### src/rtl/envelope_pkg.sv
// Shared types and defaults for the multi-voice envelope engine.
// Building with ENVELOPE_ATTACK_EN adds the ATTACK state.
package envelope_pkg;

`ifdef ENVELOPE_ATTACK_EN
  typedef enum logic [2:0] {
    ST_IDLE    = 3'd0,
    ST_HOLD    = 3'd1,
    ST_PEDAL   = 3'd2,
    ST_RELEASE = 3'd3,
    ST_ATTACK  = 3'd4
  } env_state_t;
`else
  typedef enum logic [2:0] {
    ST_IDLE    = 3'd0,
    ST_HOLD    = 3'd1,
    ST_PEDAL   = 3'd2,
    ST_RELEASE = 3'd3
  } env_state_t;
`endif

  localparam int DEF_N_VOICES     = 4;
  localparam int DEF_VEL_W        = 7;
  localparam int DEF_HOLD_STEP    = 1;
  localparam int DEF_RELEASE_STEP = 15;
  localparam int DEF_ATTACK_STEP  = 8;
  localparam int PEDAL_BASE       = 16;

  // Pedal decay is 16 - depth, so a depth of 0 gives the fastest pedal decay.
  function automatic logic [4:0] pedal_step(input logic [3:0] depth);
    return 5'(PEDAL_BASE) - {1'b0, depth};
  endfunction

endpackage

### src/rtl/envelope_step.sv
// Combinational next-state / next-velocity for the single voice being scanned.
// ENVELOPE_ATTACK_EN adds the target input and the ATTACK ramp.
module envelope_step
  import envelope_pkg::*;
#(
  parameter int VEL_W        = DEF_VEL_W,
  parameter int HOLD_STEP    = DEF_HOLD_STEP,
  parameter int RELEASE_STEP = DEF_RELEASE_STEP,
  parameter int ATTACK_STEP  = DEF_ATTACK_STEP
) (
  input  env_state_t       i_state,
  input  logic [VEL_W-1:0] i_vel,
`ifdef ENVELOPE_ATTACK_EN
  input  logic [VEL_W-1:0] i_target,
`endif
  input  logic             i_key,
  input  logic             i_sustain,
  input  logic [3:0]       i_pedal_depth,
  output env_state_t       o_state,
  output logic [VEL_W-1:0] o_vel
);

  function automatic logic [VEL_W-1:0] sat_sub(input logic [VEL_W-1:0] a,
                                               input int unsigned step);
    if (step >= 32'(a)) return '0;
    return a - VEL_W'(step);
  endfunction

  function automatic logic [VEL_W-1:0] sat_add(input logic [VEL_W-1:0] a,
                                               input logic [VEL_W-1:0] target);
    int unsigned sum;
    sum = 32'(a) + 32'(ATTACK_STEP);
    if (sum >= 32'(target)) return target;
    return VEL_W'(sum);
  endfunction

  always_comb begin
    o_state = i_state;
    o_vel   = i_vel;
    case (i_state)
      ST_HOLD: begin
        o_vel = sat_sub(i_vel, HOLD_STEP);
        if (!i_key) o_state = i_sustain ? ST_PEDAL : ST_RELEASE;
      end
      ST_PEDAL: begin
        o_vel = sat_sub(i_vel, 32'(pedal_step(i_pedal_depth)));
        if (!i_sustain) o_state = ST_RELEASE;
      end
      ST_RELEASE: o_vel = sat_sub(i_vel, RELEASE_STEP);
`ifdef ENVELOPE_ATTACK_EN
      ST_ATTACK: begin
        if (!i_key) begin
          o_state = i_sustain ? ST_PEDAL : ST_RELEASE;
        end else begin
          o_vel = sat_add(i_vel, i_target);
          if (o_vel == i_target) o_state = ST_HOLD;
        end
      end
`endif
      default: ;
    endcase
    // A voice that has decayed to silence is always retired, whatever the transition.
    if (o_state != ST_IDLE && o_vel == '0) o_state = ST_IDLE;
  end

endmodule

### src/rtl/envelope_engine.sv
// Multi-voice envelope engine: one voice updated per clock in a scan started by envelope_pulse.
// ENVELOPE_ATTACK_EN enables the ATTACK ramp with a per-voice target register.
module envelope_engine
  import envelope_pkg::*;
#(
  parameter int N_VOICES     = DEF_N_VOICES,
  parameter int VEL_W        = DEF_VEL_W,
  parameter int HOLD_STEP    = DEF_HOLD_STEP,
  parameter int RELEASE_STEP = DEF_RELEASE_STEP,
  parameter int ATTACK_STEP  = DEF_ATTACK_STEP
) (
  input  logic                        clk,
  input  logic                        n_rst,
  input  logic                        envelope_pulse,
  input  logic                        note_on,
  input  logic [$clog2(N_VOICES)-1:0] note_voice,
  input  logic [VEL_W-1:0]            note_velocity,
  input  logic                        voice_kill,
  input  logic [N_VOICES-1:0]         key_held,
  input  logic                        sustain,
  input  logic [3:0]                  pedal_depth,
  output logic [N_VOICES*VEL_W-1:0]   voice_velocity,
  output logic [N_VOICES-1:0]         voice_active,
  output logic                        busy,
  output logic                        pulse_overrun
);

  localparam int VW = $clog2(N_VOICES);
  localparam logic [VW-1:0] LAST = VW'(N_VOICES - 1);

  env_state_t       r_state [N_VOICES];
  logic [VEL_W-1:0] r_vel   [N_VOICES];
`ifdef ENVELOPE_ATTACK_EN
  logic [VEL_W-1:0] r_target [N_VOICES];
`endif
  logic [VW-1:0]    r_scan;
  logic             r_busy;
  logic             r_pending;
  logic             r_overrun;

  env_state_t       w_next_state;
  logic [VEL_W-1:0] w_next_vel;
  logic             w_last;
  logic             w_in_range;

  assign w_last     = r_busy && (r_scan == LAST);
  assign w_in_range = int'(note_voice) < N_VOICES;

  envelope_step #(
    .VEL_W       (VEL_W),
    .HOLD_STEP   (HOLD_STEP),
    .RELEASE_STEP(RELEASE_STEP),
    .ATTACK_STEP (ATTACK_STEP)
  ) u_step (
    .i_state      (r_state[r_scan]),
    .i_vel        (r_vel[r_scan]),
`ifdef ENVELOPE_ATTACK_EN
    .i_target     (r_target[r_scan]),
`endif
    .i_key        (key_held[r_scan]),
    .i_sustain    (sustain),
    .i_pedal_depth(pedal_depth),
    .o_state      (w_next_state),
    .o_vel        (w_next_vel)
  );

  // Scan control: a pulse on the final visit chains straight into the next scan.
  always_ff @(posedge clk or negedge n_rst) begin
    if (!n_rst) begin
      r_busy    <= 1'b0;
      r_scan    <= '0;
      r_pending <= 1'b0;
      r_overrun <= 1'b0;
    end else if (!r_busy) begin
      if (envelope_pulse) begin
        r_busy <= 1'b1;
        r_scan <= '0;
      end
    end else if (w_last) begin
      r_scan    <= '0;
      r_busy    <= r_pending | envelope_pulse;
      r_pending <= 1'b0;
      if (r_pending && envelope_pulse) r_overrun <= 1'b1;
    end else begin
      r_scan <= r_scan + 1'b1;
      if (envelope_pulse) begin
        if (r_pending) r_overrun <= 1'b1;
        else           r_pending <= 1'b1;
      end
    end
  end

  // Strobes take priority over the scan result for the same voice.
  always_ff @(posedge clk or negedge n_rst) begin
    if (!n_rst) begin
      for (int v = 0; v < N_VOICES; v++) begin
        r_state[v] <= ST_IDLE;
        r_vel[v]   <= '0;
`ifdef ENVELOPE_ATTACK_EN
        r_target[v] <= '0;
`endif
      end
    end else begin
      for (int v = 0; v < N_VOICES; v++) begin
        if (voice_kill && w_in_range && note_voice == VW'(v)) begin
          r_state[v] <= ST_IDLE;
          r_vel[v]   <= '0;
        end else if (note_on && w_in_range && note_voice == VW'(v)) begin
          if (note_velocity == '0) begin
            r_state[v] <= ST_IDLE;
            r_vel[v]   <= '0;
          end else begin
`ifdef ENVELOPE_ATTACK_EN
            r_target[v] <= note_velocity;
            r_vel[v]    <= '0;
            r_state[v]  <= ST_ATTACK;
`else
            r_vel[v]    <= note_velocity;
            r_state[v]  <= ST_HOLD;
`endif
          end
        end else if (r_busy && r_scan == VW'(v)) begin
          r_state[v] <= w_next_state;
          r_vel[v]   <= w_next_vel;
        end
      end
    end
  end

  always_comb begin
    voice_velocity = '0;
    voice_active   = '0;
    for (int v = 0; v < N_VOICES; v++) begin
      voice_velocity[v*VEL_W +: VEL_W] = r_vel[v];
      voice_active[v]                  = (r_state[v] != ST_IDLE);
    end
  end

  assign busy          = r_busy;
  assign pulse_overrun = r_overrun;

endmodule

### config.mk
export PLATFORM = sky130hd
export DESIGN_NAME = envelope_engine
export DESIGN_NICKNAME = d
export VERILOG_FILES = /design/src/rtl/envelope_pkg.sv /design/src/rtl/envelope_step.sv /design/src/rtl/envelope_engine.sv
export SDC_FILE = /design/constraint.sdc
export NUM_CORES = 1
export LEC_CHECK = 0
export CAP_MARGIN = 20
export CORE_ASPECT_RATIO = 0.75
export CORE_MARGIN = 2
export CORE_UTILIZATION = 42
export DETAILED_ROUTE_END_ITERATION = 10
export HOLD_SLACK_MARGIN = 0.02
export PLACE_DENSITY_LB_ADDON = 0.08
export SLEW_MARGIN = 20
export SYNTH_ARGS = -nofsm -noshare
export SYNTH_HDL_FRONTEND = slang
export SYNTH_SLANG_ARGS = --single-unit
### constraint.sdc
create_clock -name clk -period 5.45 [get_ports clk]
set_input_delay 1.09 -clock clk [delete_from_list [all_inputs] [get_ports clk]]
set_output_delay 1.09 -clock clk [all_outputs]
set_load 0.01 [all_outputs]
==> out/qor.yml, run 1 <==
route:
  routed_wl_um: 10600
  vias: 3269
  first_pass_iters: 5
  antenna_left: 0
  wl_per_cell_um: 20.2
  via_per_inst: 6.25
  drtIter0Drc: 304
  post-route-drc-count: 0
logic_synthesis:
  synth_top_family_by_area: "compound AO/OA/AOI/OAI gates"
  synthSimpleGateAreaFrac_pct: 18.1
  synth_flop_cell: "dfrtp_1"
  synth.area.top_cells: "dfrtp_1 (32%), mux2i_1 (6.0%), ha_1 (4.7%), nand2_1 (4.6%), mux4_2 (4.5%)"
  yosys.cell_types.count: 59
  synthTopCellsByCount: "dfrtp_1 (45), nand2_1 (43), o21ai_0 (30), nor2_1 (27)"
  synth_seq_cells: 45
  ys_warn_count: 0
  synthXorXnorAreaFrac_pct: 0.754
  synth_compound_area_share_pct: 24.3
  synth.area.mux_share_pct: 14.3
  yosysMostFrequentCell: "dfrtp_1"
  syn-cell-area_mm2: 0.00349
  yosys.area.top_type: "dfrtp_1"
  postSynthCellCount: 370
  synth_edf_count: 0
  synth.avg_cell_area_um2: 9.42
  synth_top_cell_area_share_pct: 32.3
  synthAdderAreaFrac_pct: 5.24
  synth_nets: 407
  async_flop_share_pct: 100
  yosysSeqAreaShare_pct: 32.3
worst_setup_path:
  worstPathCellList: "mux4_1, ha_1, o21a_1, o31a_1, o31a_1, o211ai_1, o211ai_1, or4_1, or4_4, a32o_1"
  cp_slowest_cell: "dfrtp_1"
  cp_max_fo: 15
  start_kind: "flip-flop"
  cp.arrival_ns: 4.85
  cp-startpoint: "r_scan[0]$_DFFE_PN0P_"
  cp.required_ns: 5.65
  max_stage_delay_ns: 0.91
  worst_setup_path_end_kind: "flip-flop"
  r2r_start: "r_scan[0]$_DFFE_PN0P_"
  crit_type: "flip-flop to flip-flop"
floorplan:
  io_pins: 57
  dieArea_mm2: 0.00905
  die_y_um: 82.9
  rows: 28
  fp.dieW_um: 109
  initial_utilization_pct: 43.6
  core_mm2: 0.00799
sta:
  clock_skew_ns: 0.00969
  min_period_ns: 4.64
  rsz0062_at_grt: "no"
  holdWs_ns: 0.479
  finalSetupTns_ns: 0
  setup_viol: 0
  clock.fmax_ghz: 0.215
  worstMarginPinSlew_ns: 0.856
  timing.slew.headroom_pct: 43.0
  final-hold-violation-count: 0
  fin_crit_sh_pct: 85.2
  slew_viol_final: 0
  finalWorstSetupSlack_ns: 0.807
clock_tree:
  cts_hold_buf: 0
  cts_buffer_depth: 2
  clock_latency_ns: 0.31
  cts_setup_buffers: 0
  cts.clk_slew.worst_paths_ns: 0.10
  cts_root_buffer: "clkbuf_8"
  cts_tree: "yes"
  cts_made_buffers: 5
  htree_levels: 2
  cts_resized: 0
  clock_sinks: 45
finish:
  drive_above_1_share_pct: 7.89
  n_antenna_cell: 0
  final_cell_area_mm2: 0.00418
  utilization_pct: 52.3
  nNetsFinal: 454
  area_growth_pct: 19.8
global_routing:
  grt_pass1_wl_um: 16700
  grt_overflow: 0
  track_usage_pct: 23.8
  grt_start_max_net_pins: 46
  grt_antenna_before_repair: 0
  grt_pass1_vias: 3016
worst_hold_path:
  hp-start: "pulse_overrun$_DFFE_PN0P_"
  hold_class: "flip-flop to flip-flop"
power_and_ir_drop:
  peakVddDrop_mv: 0.307
  p_per_area_mw_per_mm2: 649
  cellLeakagePower_nw: 1.80
place:
  dp_hpwl_um: 7780
  gp_congestion: 0.975
  io_buffers: 56
  post-place-ws_ns: 0.539
  place_area_mm2: 0.00406
run_status:
  status: "finished, final reports clean"
run:
  cap_viol_max_count: 0
[layout make-up]
| type | instances | area, µm² |
|---|---|---|
| flip-flops and latches | 45 | 1130 |
| repair buffers | 59 | 581 |
| clock buffers | 5 | 68.8 |
| clock inverters | 3 | 46.3 |
| inverters | 10 | 37.5 |
| well taps | 105 | 131 |
| multi-input cells | 296 | 2190 |
| fillers | 732 | 3810 |
[registers in the layout, summed over array words and instances (netlist names)]
name            count
r_pending           1
busy                1
pulse_overrun       1
r_state            12
r_scan              2
voice_velocity     28
[layer usage]
metal / part of all wire, % / global-route usage (%) / wire [µm]
met5: 0 / 0 / 0
met1: 48 / 38.8 / 5090
met2: 44 / 33.7 / 4640
met3: 7.4 / 3.38 / 781
met4: 0.71 / 3.45 / 75
[final timing paths]
kind | end | slack, ns | cells past startpoint
min in group asynchronous | voice_velocity[20]$_DFFE_PN0P_ | 0.77 | 1
max in group asynchronous | voice_velocity[7]$_DFFE_PN0P_ | 4.27 | 1
max reg2reg | r_state[11]$_DFFE_PN0P_ | 0.81 | 10
max | r_state[11]$_DFFE_PN0P_ | 0.81 | 10
min | pulse_overrun$_DFFE_PN0P_ | 0.48 | 1
min reg2reg | pulse_overrun$_DFFE_PN0P_ | 0.48 | 1
[layout by cell type, fill, tap and decap left out, types with 5 or more instances in the layout]
cell,Yosys,layout
nor2_1,27,27
o31ai_1,6,6
clkdlybuf4s50_1,0,55
a31oi_1,5,5
o21ai_0,30,30
ha_1,13,13
nor2b_1,7,7
inv_1,10,10
mux4_2,7,7
or3_1,7,7
clkbuf_8,0,5
a21o_1,8,8
a21oi_1,21,21
dfrtp_1,45,45
a22o_1,7,7
o211ai_1,5,5
a31o_1,5,5
mux4_1,5,5
nor3_1,6,6
a32o_1,8,8
mux2i_1,21,21
nand2_1,43,43
[kinds of logic (layout without fill, tap and decap cells)]
logic type                 count (synthesis)  in the layout
xor gates and xnor gates                   3              3
buffers and inverters                     29             77
adders and majority gates                 14             14
and+or+nand+nor                          124            124
muxes                                     33             33
DFF                                       45             45
AOI/OAI and AO/OA                        122            122
[per-stage QoR]
stage / std cells / power [mW]
floorplan: 370 / 1.87
global placement: 515 / 2.41
detailed placement: 515 / 2.42
CTS: 523 / 2.69
global route: 523 / 2.92
finish: 523 / 2.71
[power by group]
part | internal (mW) | switching [mW]
combinational | 0.803 | 1.06
clock | 0.137 | 0.125
sequential | 0.445 | 0.145
total | 1.38 | 1.33
[worst max-delay path, delay by kind of cell, from the launching register on]
family | cells | cell delay, ns
flip-flops | 1 | 0.91
AO/OA/AOI/OAI | 6 | 1.17
AND/OR/NAND/NOR | 2 | 1.15
adder cells (fa/ha/maj) | 1 | 0.44
multiplexers | 1 | 0.86
No activity file was read; power rests on OpenSTA's default activity.
==> run 2, diff against run 1 <==
- SLEW_MARGIN: 20 -> 30
==> results of run 2 <==
The final DEF is identical to that of run 1; final timing and power are the same.
==> run 3, diff against run 2 <==
- CORE_MARGIN: 2 -> 4
- RECOVER_POWER: default -> 50
==> run 3 against run 2 <==
  * The flow now finishes with violations (max-capacitance violations, max-slew violations)
  * First-iteration DRC count down 15%
  * Register-to-register slack better by 0.17 ns
  * Hold slack got worse by 0.0089 ns
  * Sequential share of layout area is 0.15 points higher
  * Via count shrank 0.40%
  * Total power decreased by 2.1%
  * Clock-buffer cell count is 1 higher
  * Non-clock buffer count up 1
  * Sequential cell count is the same
  * Clock skew decreased by 0.0033 ns
  * Die area rose by 8.7%
  * Largest power group unchanged
  * Highest routed layer unchanged
==> out/qor.yml, run 3 (synthesis gave the netlist of run 1 again) <==
run_status:
  status: "finished with violations"
  violations: "max-capacitance violations, max-slew violations"
place:
  post-place-ws_ns: 0.484
  place_area_mm2: 0.00407
  io_buffers: 56
  place_inst: 516
  dp_hpwl_um: 8070
  gp_congestion: 0.876
floorplan:
  initial_utilization_pct: 43.6
  fp.dieW_um: 113
  die_y_um: 86.9
  io_pins: 57
  dieArea_mm2: 0.00984
  core_mm2: 0.00799
  rows: 28
clock_tree:
  cts_buffer_depth: 2
  htree_levels: 2
  cts_hold_buf: 0
  clock_sinks: 45
  cts.clk_slew.worst_paths_ns: 0.09
  cts_setup_buffers: 0
  cts_resized: 0
  cts_tree: "yes"
  clock_latency_ns: 0.30
  cts_root_buffer: "clkbuf_8"
  cts_made_buffers: 5
finish:
  final_cell_area_mm2: 0.00415
  final_common_cell: "dfrtp_1"
  drive_above_1_share_pct: 7.64
  area_growth_pct: 19.1
  nNetsFinal: 455
  largest_register_ff_count: 28
  utilization_pct: 52.0
  instances_no_fill: 524
  n_antenna_cell: 0
  final_cell_mix: "dfrtp_1 (45), nand2_1 (43), clkdlybuf4s50_1 (42)"
sta:
  holdWs_ns: 0.470
  finalWorstSetupSlack_ns: 0.811
  final-hold-violation-count: 0
  slew_viol_final: 46
  fin_crit_sh_pct: 85.1
  timing.slew.headroom_pct: -64.4
  rsz0062_at_grt: "no"
  clock_skew_ns: 0.00639
  finalSetupTns_ns: 0
  setup_viol: 0
  clock.fmax_ghz: 0.216
  min_period_ns: 4.64
  worstMarginPinSlew_ns: 2.47
route:
  drtIter0Drc: 258
  via_per_inst: 6.21
  antenna_left: 0
  routed_wl_um: 10700
  wl_per_cell_um: 20.5
  vias: 3256
  post-route-drc-count: 0
  first_pass_iters: 5
global_routing:
  met3_usage_pct: 4.03
  grt_start_max_net_pins: 46
  gr-usage-met2_pct: 35.5
  track_usage_pct: 22.8
  grt_pass1_wl_um: 17600
  grt.busiest_layer: "met2"
  grt_pass1_vias: 3162
  grt_antenna_before_repair: 0
  grt_use_met1_pct: 33.6
  grt_overflow: 0
power_and_ir_drop:
  p_per_area_mw_per_mm2: 639
  peakVddDrop_mv: 0.252
  cellLeakagePower_nw: 1.81
  total_power_mw: 2.65
worst_hold_path:
  hold_class: "flip-flop to flip-flop"
worst_setup_path:
  cp.required_ns: 5.65
  cp_max_fo: 12
  worstPathCellList: "clkdlybuf4s50_1, inv_1, ha_1, inv_1, ha_1, nor2b_1, o31a_1, o31a_1, o211ai_1, o211ai_1, or4_1, or4_4, a32o_1"
  worst_setup_path_end_kind: "flip-flop"
  max_stage_delay_ns: 0.64
  cp.arrival_ns: 4.84
  start_kind: "input port"
  cp.buffers_inverters: 3
  crit_family: "simple AND/OR/NAND/NOR gates"
  cp_slowest_cell: "or4_4"
  crit_type: "input port to flip-flop"
run:
  cap_viol_max_count: 1
run 3: changes by cell type in the layout (fill, tap and decap cells not counted):
| cell | change |
|---|---|
| bufinv_16 | -1 |
| clkbuf_1 | +2 |
| clkdlybuf4s50_1 | -13 |
| clkinv_4 | -1 |
| clkinvlp_4 | +1 |
| dlygate4sd3_1 | +13 |
run 3: cell type report:
class                      count  area [µm²]
tap                          105         131
timing repair buffer          60         584
clock buffer                   6        72.6
clock inverter                 2        15.0
fill                         755        3830
sequential                    45        1130
inverter                      10        37.5
multi-input combinational    296        2190
run 3: path summary, 6_finish.rpt:
check,cells past startpoint,start,slack (ns),to
max in group asynchronous,1,n_rst,2.51,voice_velocity[9]$_DFFE_PN0P_
min in group asynchronous,1,n_rst,1.53,r_state[5]$_DFFE_PN0P_
setup reg to reg,10,r_scan[0]$_DFFE_PN0P_,0.98,r_state[11]$_DFFE_PN0P_
hold reg to reg,1,pulse_overrun$_DFFE_PN0P_,0.47,pulse_overrun$_DFFE_PN0P_
setup / recovery,13,pedal_depth[0],0.81,r_state[11]$_DFFE_PN0P_
hold / removal,1,pulse_overrun$_DFFE_PN0P_,0.47,pulse_overrun$_DFFE_PN0P_
run 3: report_power, final:
| part | internal, mW | total, mW | switching [mW] |
|---|---|---|---|
| clock | 0.0906 | 0.212 | 0.122 |
| sequential | 0.445 | 0.581 | 0.137 |
| combinational | 0.796 | 1.86 | 1.06 |
run 3: layer usage:
metal	routed length, µm	vias to the layer above
met1	4940	1601
met4	77	0
met3	827	7
met2	4880	144
li1	-	1504
met5	0	-
